[src/rtl/ifetch_pkg.sv]
// Shared types and constants for the instruction fetch stage.
package ifetch_pkg;

  typedef enum logic {
    RUN   = 1'b0,
    DRAIN = 1'b1
  } state_e;

  localparam int PC_INC = 4;

endpackage

[src/rtl/ifetch_if.sv]
// Fetch-stage bus: instruction memory request/response, redirect and datapath handshake.
interface ifetch_if #(
  parameter int PC_W  = 9,
  parameter int INS_W = 32
);

  logic             imem_req_valid;
  logic [PC_W-1:0]  imem_req_addr;
  logic             imem_req_ready;
  logic             imem_rsp_valid;
  logic [INS_W-1:0] imem_rsp_data;
  logic             redirect_valid;
  logic [PC_W-1:0]  redirect_pc;
  logic             out_valid;
  logic [INS_W-1:0] out_instr;
  logic [PC_W-1:0]  out_pc;
  logic             out_ready;

  modport master (
    output imem_req_valid, imem_req_addr,
    input  imem_req_ready, imem_rsp_valid, imem_rsp_data,
    input  redirect_valid, redirect_pc,
    output out_valid, out_instr, out_pc,
    input  out_ready
  );

  modport slave (
    input  imem_req_valid, imem_req_addr,
    output imem_req_ready, imem_rsp_valid, imem_rsp_data,
    output redirect_valid, redirect_pc,
    input  out_valid, out_instr, out_pc,
    output out_ready
  );

endinterface

[src/rtl/ifetch_queue.sv]
// Synchronous FIFO holding {pc, instr} pairs; the fetch credit rule keeps it from overflowing.
module ifetch_queue #(
  parameter int W     = 41,
  parameter int DEPTH = 4
) (
  input  logic                     clk,
  input  logic                     reset,
  input  logic                     push_i,
  input  logic [W-1:0]             data_i,
  input  logic                     pop_i,
  input  logic                     flush_i,
  output logic [W-1:0]             data_o,
  output logic [$clog2(DEPTH):0]   count_o
);

  localparam int AW = $clog2(DEPTH);

  logic [W-1:0]  mem_q [DEPTH];
  logic [AW-1:0] wr_ptr_q, wr_ptr_d;
  logic [AW-1:0] rd_ptr_q, rd_ptr_d;
  logic [AW:0]   count_q, count_d;

  always_comb begin
    wr_ptr_d = wr_ptr_q;
    rd_ptr_d = rd_ptr_q;
    count_d  = count_q;
    if (flush_i) begin
      wr_ptr_d = '0;
      rd_ptr_d = '0;
      count_d  = '0;
    end else begin
      if (push_i) wr_ptr_d = wr_ptr_q + AW'(1);
      if (pop_i)  rd_ptr_d = rd_ptr_q + AW'(1);
      unique case ({push_i, pop_i})
        2'b10:   count_d = count_q + (AW+1)'(1);
        2'b01:   count_d = count_q - (AW+1)'(1);
        default: count_d = count_q;
      endcase
    end
  end

  always_ff @(posedge clk) begin
    if (push_i && !flush_i) mem_q[wr_ptr_q] <= data_i;
  end

  always_ff @(posedge clk) begin
    if (reset) begin
      wr_ptr_q <= '0;
      rd_ptr_q <= '0;
      count_q  <= '0;
    end else begin
      wr_ptr_q <= wr_ptr_d;
      rd_ptr_q <= rd_ptr_d;
      count_q  <= count_d;
    end
  end

  assign data_o  = mem_q[rd_ptr_q];
  assign count_o = count_q;

endmodule

[src/rtl/ifetch_unit.sv]
// Fetch stage: owns the PC, issues in-order word requests under a credit limit, queues responses.
//   state | meaning
//   RUN   | issuing requests, responses are pushed into the queue
//   DRAIN | discarding responses of requests issued before a redirect
module ifetch_unit
  import ifetch_pkg::*;
#(
  parameter int              PC_W     = 9,
  parameter int              INS_W    = 32,
  parameter int              DEPTH    = 4,
  parameter logic [PC_W-1:0] RESET_PC = '0
) (
  input logic      clk,
  input logic      reset,
  ifetch_if.master bus
);

  localparam int              CNT_W   = $clog2(DEPTH) + 1;
  localparam logic [PC_W-1:0] PC_STEP = PC_W'(PC_INC);
  localparam logic [CNT_W-1:0] ONE    = CNT_W'(1);
  localparam logic [CNT_W:0]  CREDITS = (CNT_W+1)'(DEPTH);

  state_e           state_q, state_d;
  logic [PC_W-1:0]  fetch_pc_q, fetch_pc_d;
  logic [PC_W-1:0]  rsp_pc_q, rsp_pc_d;
  logic [CNT_W-1:0] outst_q, outst_d;
  logic [CNT_W-1:0] drop_q, drop_d;

  logic [CNT_W-1:0]       q_count;
  logic [PC_W+INS_W-1:0]  q_head;
  logic [CNT_W:0]         in_use;
  logic                   req_valid, req_fire, rsp_push, out_pop;
  logic [PC_W-1:0]        redir_pc;

  // Queue slots plus in-flight requests never exceed DEPTH, so every response has a home.
  assign in_use    = {1'b0, q_count} + {1'b0, outst_q};
  assign req_valid = !reset && (state_q == RUN) && !bus.redirect_valid && (in_use < CREDITS);
  assign req_fire  = req_valid && bus.imem_req_ready;
  assign rsp_push  = bus.imem_rsp_valid && (state_q == RUN) && !bus.redirect_valid;
  assign out_pop   = bus.out_valid && bus.out_ready;
  assign redir_pc  = bus.redirect_pc & ~PC_W'(3);

  always_comb begin
    state_d    = state_q;
    fetch_pc_d = fetch_pc_q;
    rsp_pc_d   = rsp_pc_q;
    drop_d     = drop_q;
    unique case ({req_fire, bus.imem_rsp_valid})
      2'b10:   outst_d = outst_q + ONE;
      2'b01:   outst_d = outst_q - ONE;
      default: outst_d = outst_q;
    endcase
    if (req_fire) fetch_pc_d = fetch_pc_q + PC_STEP;
    if (rsp_push) rsp_pc_d = rsp_pc_q + PC_STEP;
    if (state_q == DRAIN) begin
      if (bus.imem_rsp_valid) drop_d = drop_q - ONE;
      state_d = (drop_d == '0) ? RUN : DRAIN;
    end
    if (bus.redirect_valid) begin
      fetch_pc_d = redir_pc;
      rsp_pc_d   = redir_pc;
      // No request fires during a redirect, so outst_d already excludes the dropped response.
      if (state_q == RUN) drop_d = outst_d;
      state_d = (drop_d != '0) ? DRAIN : RUN;
    end
  end

  always_ff @(posedge clk) begin
    if (reset) begin
      state_q    <= RUN;
      fetch_pc_q <= RESET_PC;
      rsp_pc_q   <= RESET_PC;
      outst_q    <= '0;
      drop_q     <= '0;
    end else begin
      state_q    <= state_d;
      fetch_pc_q <= fetch_pc_d;
      rsp_pc_q   <= rsp_pc_d;
      outst_q    <= outst_d;
      drop_q     <= drop_d;
    end
  end

  ifetch_queue #(
    .W     (PC_W + INS_W),
    .DEPTH (DEPTH)
  ) u_queue (
    .clk     (clk),
    .reset   (reset),
    .push_i  (rsp_push),
    .data_i  ({rsp_pc_q, bus.imem_rsp_data}),
    .pop_i   (out_pop),
    .flush_i (bus.redirect_valid),
    .data_o  (q_head),
    .count_o (q_count)
  );

  assign bus.imem_req_valid = req_valid;
  assign bus.imem_req_addr  = fetch_pc_q;
  assign bus.out_valid      = (q_count != '0);
  assign bus.out_pc         = q_head[PC_W+INS_W-1:INS_W];
  assign bus.out_instr      = q_head[INS_W-1:0];

endmodule

[src/flat_wrapper.sv]
// flat-port wrapper written by rule: the top's interface ports become plain ports
module ifetch_unit_flat import ifetch_pkg::*;
#(
  parameter int              PC_W     = 9,
  parameter int              INS_W    = 32,
  parameter int              DEPTH    = 4,
  parameter logic [PC_W-1:0] RESET_PC = '0
)
  (clk, reset, bus_imem_req_valid, bus_imem_req_addr, bus_imem_req_ready, bus_imem_rsp_valid, bus_imem_rsp_data, bus_redirect_valid, bus_redirect_pc, bus_out_valid, bus_out_instr, bus_out_pc, bus_out_ready);
  ifetch_if #(.PC_W(PC_W), .INS_W(INS_W)) bus_i ();
  input logic clk;
  input logic reset;
  output wire logic [$bits(bus_i.imem_req_valid)-1:0] bus_imem_req_valid;
  output wire logic [$bits(bus_i.imem_req_addr)-1:0] bus_imem_req_addr;
  input wire logic [$bits(bus_i.imem_req_ready)-1:0] bus_imem_req_ready;
  input wire logic [$bits(bus_i.imem_rsp_valid)-1:0] bus_imem_rsp_valid;
  input wire logic [$bits(bus_i.imem_rsp_data)-1:0] bus_imem_rsp_data;
  input wire logic [$bits(bus_i.redirect_valid)-1:0] bus_redirect_valid;
  input wire logic [$bits(bus_i.redirect_pc)-1:0] bus_redirect_pc;
  output wire logic [$bits(bus_i.out_valid)-1:0] bus_out_valid;
  output wire logic [$bits(bus_i.out_instr)-1:0] bus_out_instr;
  output wire logic [$bits(bus_i.out_pc)-1:0] bus_out_pc;
  input wire logic [$bits(bus_i.out_ready)-1:0] bus_out_ready;
  assign bus_imem_req_valid = bus_i.imem_req_valid;
  assign bus_imem_req_addr = bus_i.imem_req_addr;
  assign bus_i.imem_req_ready = bus_imem_req_ready;
  assign bus_i.imem_rsp_valid = bus_imem_rsp_valid;
  assign bus_i.imem_rsp_data = bus_imem_rsp_data;
  assign bus_i.redirect_valid = bus_redirect_valid;
  assign bus_i.redirect_pc = bus_redirect_pc;
  assign bus_out_valid = bus_i.out_valid;
  assign bus_out_instr = bus_i.out_instr;
  assign bus_out_pc = bus_i.out_pc;
  assign bus_i.out_ready = bus_out_ready;
  ifetch_unit #(.PC_W(PC_W), .INS_W(INS_W), .DEPTH(DEPTH), .RESET_PC(RESET_PC)) u_core (.clk(clk), .reset(reset), .bus(bus_i));
endmodule
[config.mk]
export PLATFORM = sky130hd
export DESIGN_NAME = ifetch_unit_flat
export DESIGN_NICKNAME = d
export VERILOG_FILES = /design/src/rtl/ifetch_pkg.sv /design/src/rtl/ifetch_if.sv /design/src/rtl/ifetch_queue.sv /design/src/rtl/ifetch_unit.sv /design/src/flat_wrapper.sv
export SDC_FILE = /design/constraint.sdc
export NUM_CORES = 1
export LEC_CHECK = 0
export BUFFER_PORTS_ARGS = -buffer_cell sky130_fd_sc_hd__buf_2
export CAP_MARGIN = 20
export CORE_MARGIN = 2
export CORE_UTILIZATION = 55
export DETAILED_ROUTE_END_ITERATION = 8
export GPL_TIMING_DRIVEN = 0
export PLACE_DENSITY = 0.77
export SETUP_SLACK_MARGIN = 0.1
export SYNTH_ARGS = -nofsm -noshare
export SYNTH_HDL_FRONTEND = slang
export SYNTH_SLANG_ARGS = --single-unit
export TNS_END_PERCENT = 50
[constraint.sdc]
create_clock -name clk -period 2.9 [get_ports clk]
set_input_delay 0.145 -clock clk [delete_from_list [all_inputs] [get_ports clk]]
set_output_delay 0.145 -clock clk [all_outputs]
set_load 0.01 [all_outputs]
==> summary.md <==
| Metric | Value |
|---|---|
| Status | `finished clean` |
| Starting DRT DRC Count | `about 360` |
| Number of primary I/O pins | `99` |
| Final Hold Viols | `0` |
| Most frequent cells in the layout | `edfxtp_1 (156), buf_2 (97), mux4_2 (39)` |
| Vias in the first global route | `~4,300` |
| Antenna fix cells | `0` |
| CP Launch Type | `register` |
| RSZ-0062 raised after global routing | `yes` |
| Largest net degree at the start of global routing | `33` |
| Layout Skew | `about 10 ps` |
| Cells along the critical path | `ha_1 -> a311oi_2 -> and3_1 -> buf_6 -> inv_4 -> ha_1 -> inv_1 -> fa_1 -> nor2b_2 -> mux2i_1 -> o311ai_1 -> a21oi_1` |
| WP buf/inv | `3` |
| Routed WL per cell | `approximately 19 um` |
| Maximum VDD drop | `around 0.00044 V` |
| Initial antenna violation count | `1` |
| HPWL after DPL | `about 8500 um` |
| Layout area overhead | `22.7%` |
| Largest family of logic cells by synthesized area | `multiplexers` |
| Ys async rst share | `0` |
| Post-Synth XOR/XNOR Area | `0.0214` |
| Rel. slew slack | `0.568` |
| Reg2reg setup slack | `between 150 and 200 ps` |
| Layout cells sized above 1 | `0.330` |
| Layout Cells excl Fill | `approximately 750` |
| Register area share after synthesis | `0.719` |
| Post-synthesis cell area | `approximately 7400 um2` |
| Avg Vias per Cell | `~5.5` |
| CP most frequent cell | `ha_1` |
| Core box area | `approximately 13,000 um2` |
| Crit path kind | `register to register` |
| Number of routed nets with antenna violations | `0` |
| Worst endpoint data arrival time | `about 3000 ps` |
| Total CTS buffers | `17` |
| Min-Delay Path Class | `input port to register` |
| Die width | `roughly 120 um` |
| Global placer's final weighted congestion | `0.771` |
| Clk_lat worst skew | `430 ps` |
| #FFs+latches synth | `~190` |
| Root Driver | `clkbuf_16` |
| CP Depth | `12` |
| Die area | `~14,000 um2` |
| Period minus WS final | `between 2000 and 3000 ps` |
| CTS tree | `yes` |
| Layout net count | `roughly 620` |
| Final setup violation count | `0` |
| Initial Utilization | `0.560` |
| Leakage | `between 3 and 4 nW` |
| Synthesized area per cell | `between 15 and 20 um2` |
| Critical Path Fanout Max | `7` |
| First-pass GRT wire length | `around 23,000 um` |
| WP data required | `approximately 3300 ps` |
| Ys Warns | `0` |
| CTS sink cnt | `186` |
| Place WS | `slightly below 80 ps` |
| Die height | `~120 um` |
| FF-to-FF path depth | `12` |
| Final Max Slew Viols | `0` |
| Detailed-route DRC error count | `0` |
| GRT Util Overall | `0.216` |
| Worst hold path depth | `3` |
| Top cell family by delay on the critical path | `adder cells` |
| Synth Area in Compound Gates | `0.0359` |
| Final period utilization | `0.938` |
| Total power | `about 5.6 mW` |
| PortBufs | `91` |
| Post-Synth Simple-Gate Area | `0.0470` |
| Max cap viols | `0` |
| Placed cells | `approximately 680` |
| H-tree Lvls | `4` |
| DRT Pass-1 Iters | `4` |
| Routed WL | `14,400 um` |
| Clk slew on worst S/H paths | `roughly 70 ps` |
| Post-synth EDFFs | `approximately 160` |
| Crit path capture type | `register` |
| Max Freq | `roughly 370 MHz` |
| Max incr delay on CP | `400 ps` |
| Setup WS post-layout | `about 180 ps` |
| Setup TNS | `0 ps` |
| Row cnt | `42` |
| Top_reg_cell synth | `edfxtp_1` |
| Most common cell after layout, fill and taps aside | `edfxtp_1` |
| Global route total overflow | `0` |
| Synthesized-area fraction occupied by adder cells | `0.0242` |
| Count of cell types in the netlist | `46` |
| Post-synthesis mux area share | `0.126` |
| Slew @ Worst Pin | `between 600 and 700 ps` |
| Clock Tree Buf Depth | `2` |
| CP max stage cell | `fa_1` |
| Pwr dens | `around 620 nW/um2` |
| Cells after Synth | `around 410` |
| DR vias | `slightly above 4,000` |
-- where the power goes --
| group | internal (mW) | switching, mW |
|---|---|---|
| registers | 2.98 | 0.0576 |
| clock network | 1.17 | 0.930 |
| logic | 0.240 | 0.248 |
-- cell type report --
class | instances | area [um2]
Sequential cell | 186 | 5290
Clock inverter | 13 | 104
Buffer | 23 | 124
Timing Repair Buffer | 130 | 883
Clock buffer | 19 | 433
Tap cell | 176 | 220
Inverter | 17 | 66.3
Multi-Input combinational cell | 182 | 1910
Fill cell | 898 | 4110
-- metal layers --
layer | up-vias | part of all wire | track usage
li1 | 1885 | - | -
met1 | 2032 | 0.40 | 0.259
met2 | 143 | 0.52 | 0.357
met3 | 22 | 0.055 | 0.0642
met4 | 2 | 0.028 | 0.108
met5 | - | 0.00090 | 0
-- worst register-to-register path, delay by kind of cell (launching register included) --
kind / cells / cell delay, ps
and+or+nand+nor: 2 / 410
buffers and inverters: 3 / 260
adders and majority gates: 3 / 920
DFF: 1 / 340
muxes: 1 / 170
AOI/OAI and AO/OA: 3 / 560
-- timing repair --
action	CTS	global route
gates resized for setup	1	4
setup endpoints to repair	2	2
buffers inserted	0	1
endpoints found under the hold margin	130	0
pin swaps	0	4
hold buffers	34	0
-- worst paths after layout --
| kind | start | to |
|---|---|---|
| max | u_core.u_queue.count_o[1] | u_core.state_q |
| min | bus_redirect_pc[3] | u_core.bus.imem_req_addr[3] |
| max reg2reg | u_core.u_queue.count_o[1] | u_core.state_q |
| min reg2reg | u_core.u_queue.count_o[2] | u_core.u_queue.count_o[2] |
-- logic make-up (layout without fill, tap and decap cells) --
group / after synthesis / in the layout
compound gates: 38 / 38
xor+xnor: 18 / 18
fa+ha+maj: 13 / 13
buf+inv: 40 / 202
flops: 186 / 186
mux: 44 / 44
other cells: 1 / 4
simple gates: 65 / 65
-- cell usage after synthesis, types with 3 or more instances --
| master | instances | area, um2 |
|---|---|---|
| mux4_2 | 39 | 878 |
| or2_2 | 3 | 18.8 |
| buf_4 | 4 | 30.0 |
| nand3_1 | 6 | 30.0 |
| clkbuf_1 | 11 | 41.3 |
| xnor2_1 | 9 | 78.8 |
| nor3_1 | 4 | 20.0 |
| nor2b_1 | 4 | 25.0 |
| nand2_1 | 11 | 41.3 |
| dfxtp_1 | 30 | 601 |
| or3_1 | 5 | 31.3 |
| a31oi_1 | 7 | 43.8 |
| inv_1 | 16 | 60.1 |
| xor2_1 | 9 | 78.8 |
| a21boi_1 | 3 | 22.5 |
| mux2i_1 | 4 | 40.0 |
| a21oi_1 | 8 | 40.0 |
| and3_1 | 6 | 37.5 |
| edfxtp_1 | 156 | 4680 |
| buf_2 | 6 | 30.0 |
| nor2_1 | 17 | 63.8 |
| ha_1 | 11 | 138 |
| a211oi_1 | 5 | 37.5 |
-- state kept, by name, summed over array words and instances, names as in the netlist, named ones only --
register / cells
u_core.outst_q: 3
u_core.bus.imem_req_addr: 7
u_core.u_queue.rd_ptr_q: 2
u_core.u_queue.wr_ptr_q: 2
u_core.u_queue.count_o: 3
u_core.state_q: 1
u_core.u_queue.mem_q: 156
u_core.rsp_pc_q: 7
u_core.drop_q: 3
-- per-stage QoR --
step	hold WS (ps)	util	cell area (um2)
after global routing	71.0	0.687	9020
after detailed placement	361	0.618	8130
after CTS	25.0	0.686	9010
final	39.0	0.687	9020
after global placement	355	0.612	8040
after floorplan	244	-	7360
Note: power is estimated with default switching activity, not from simulation.
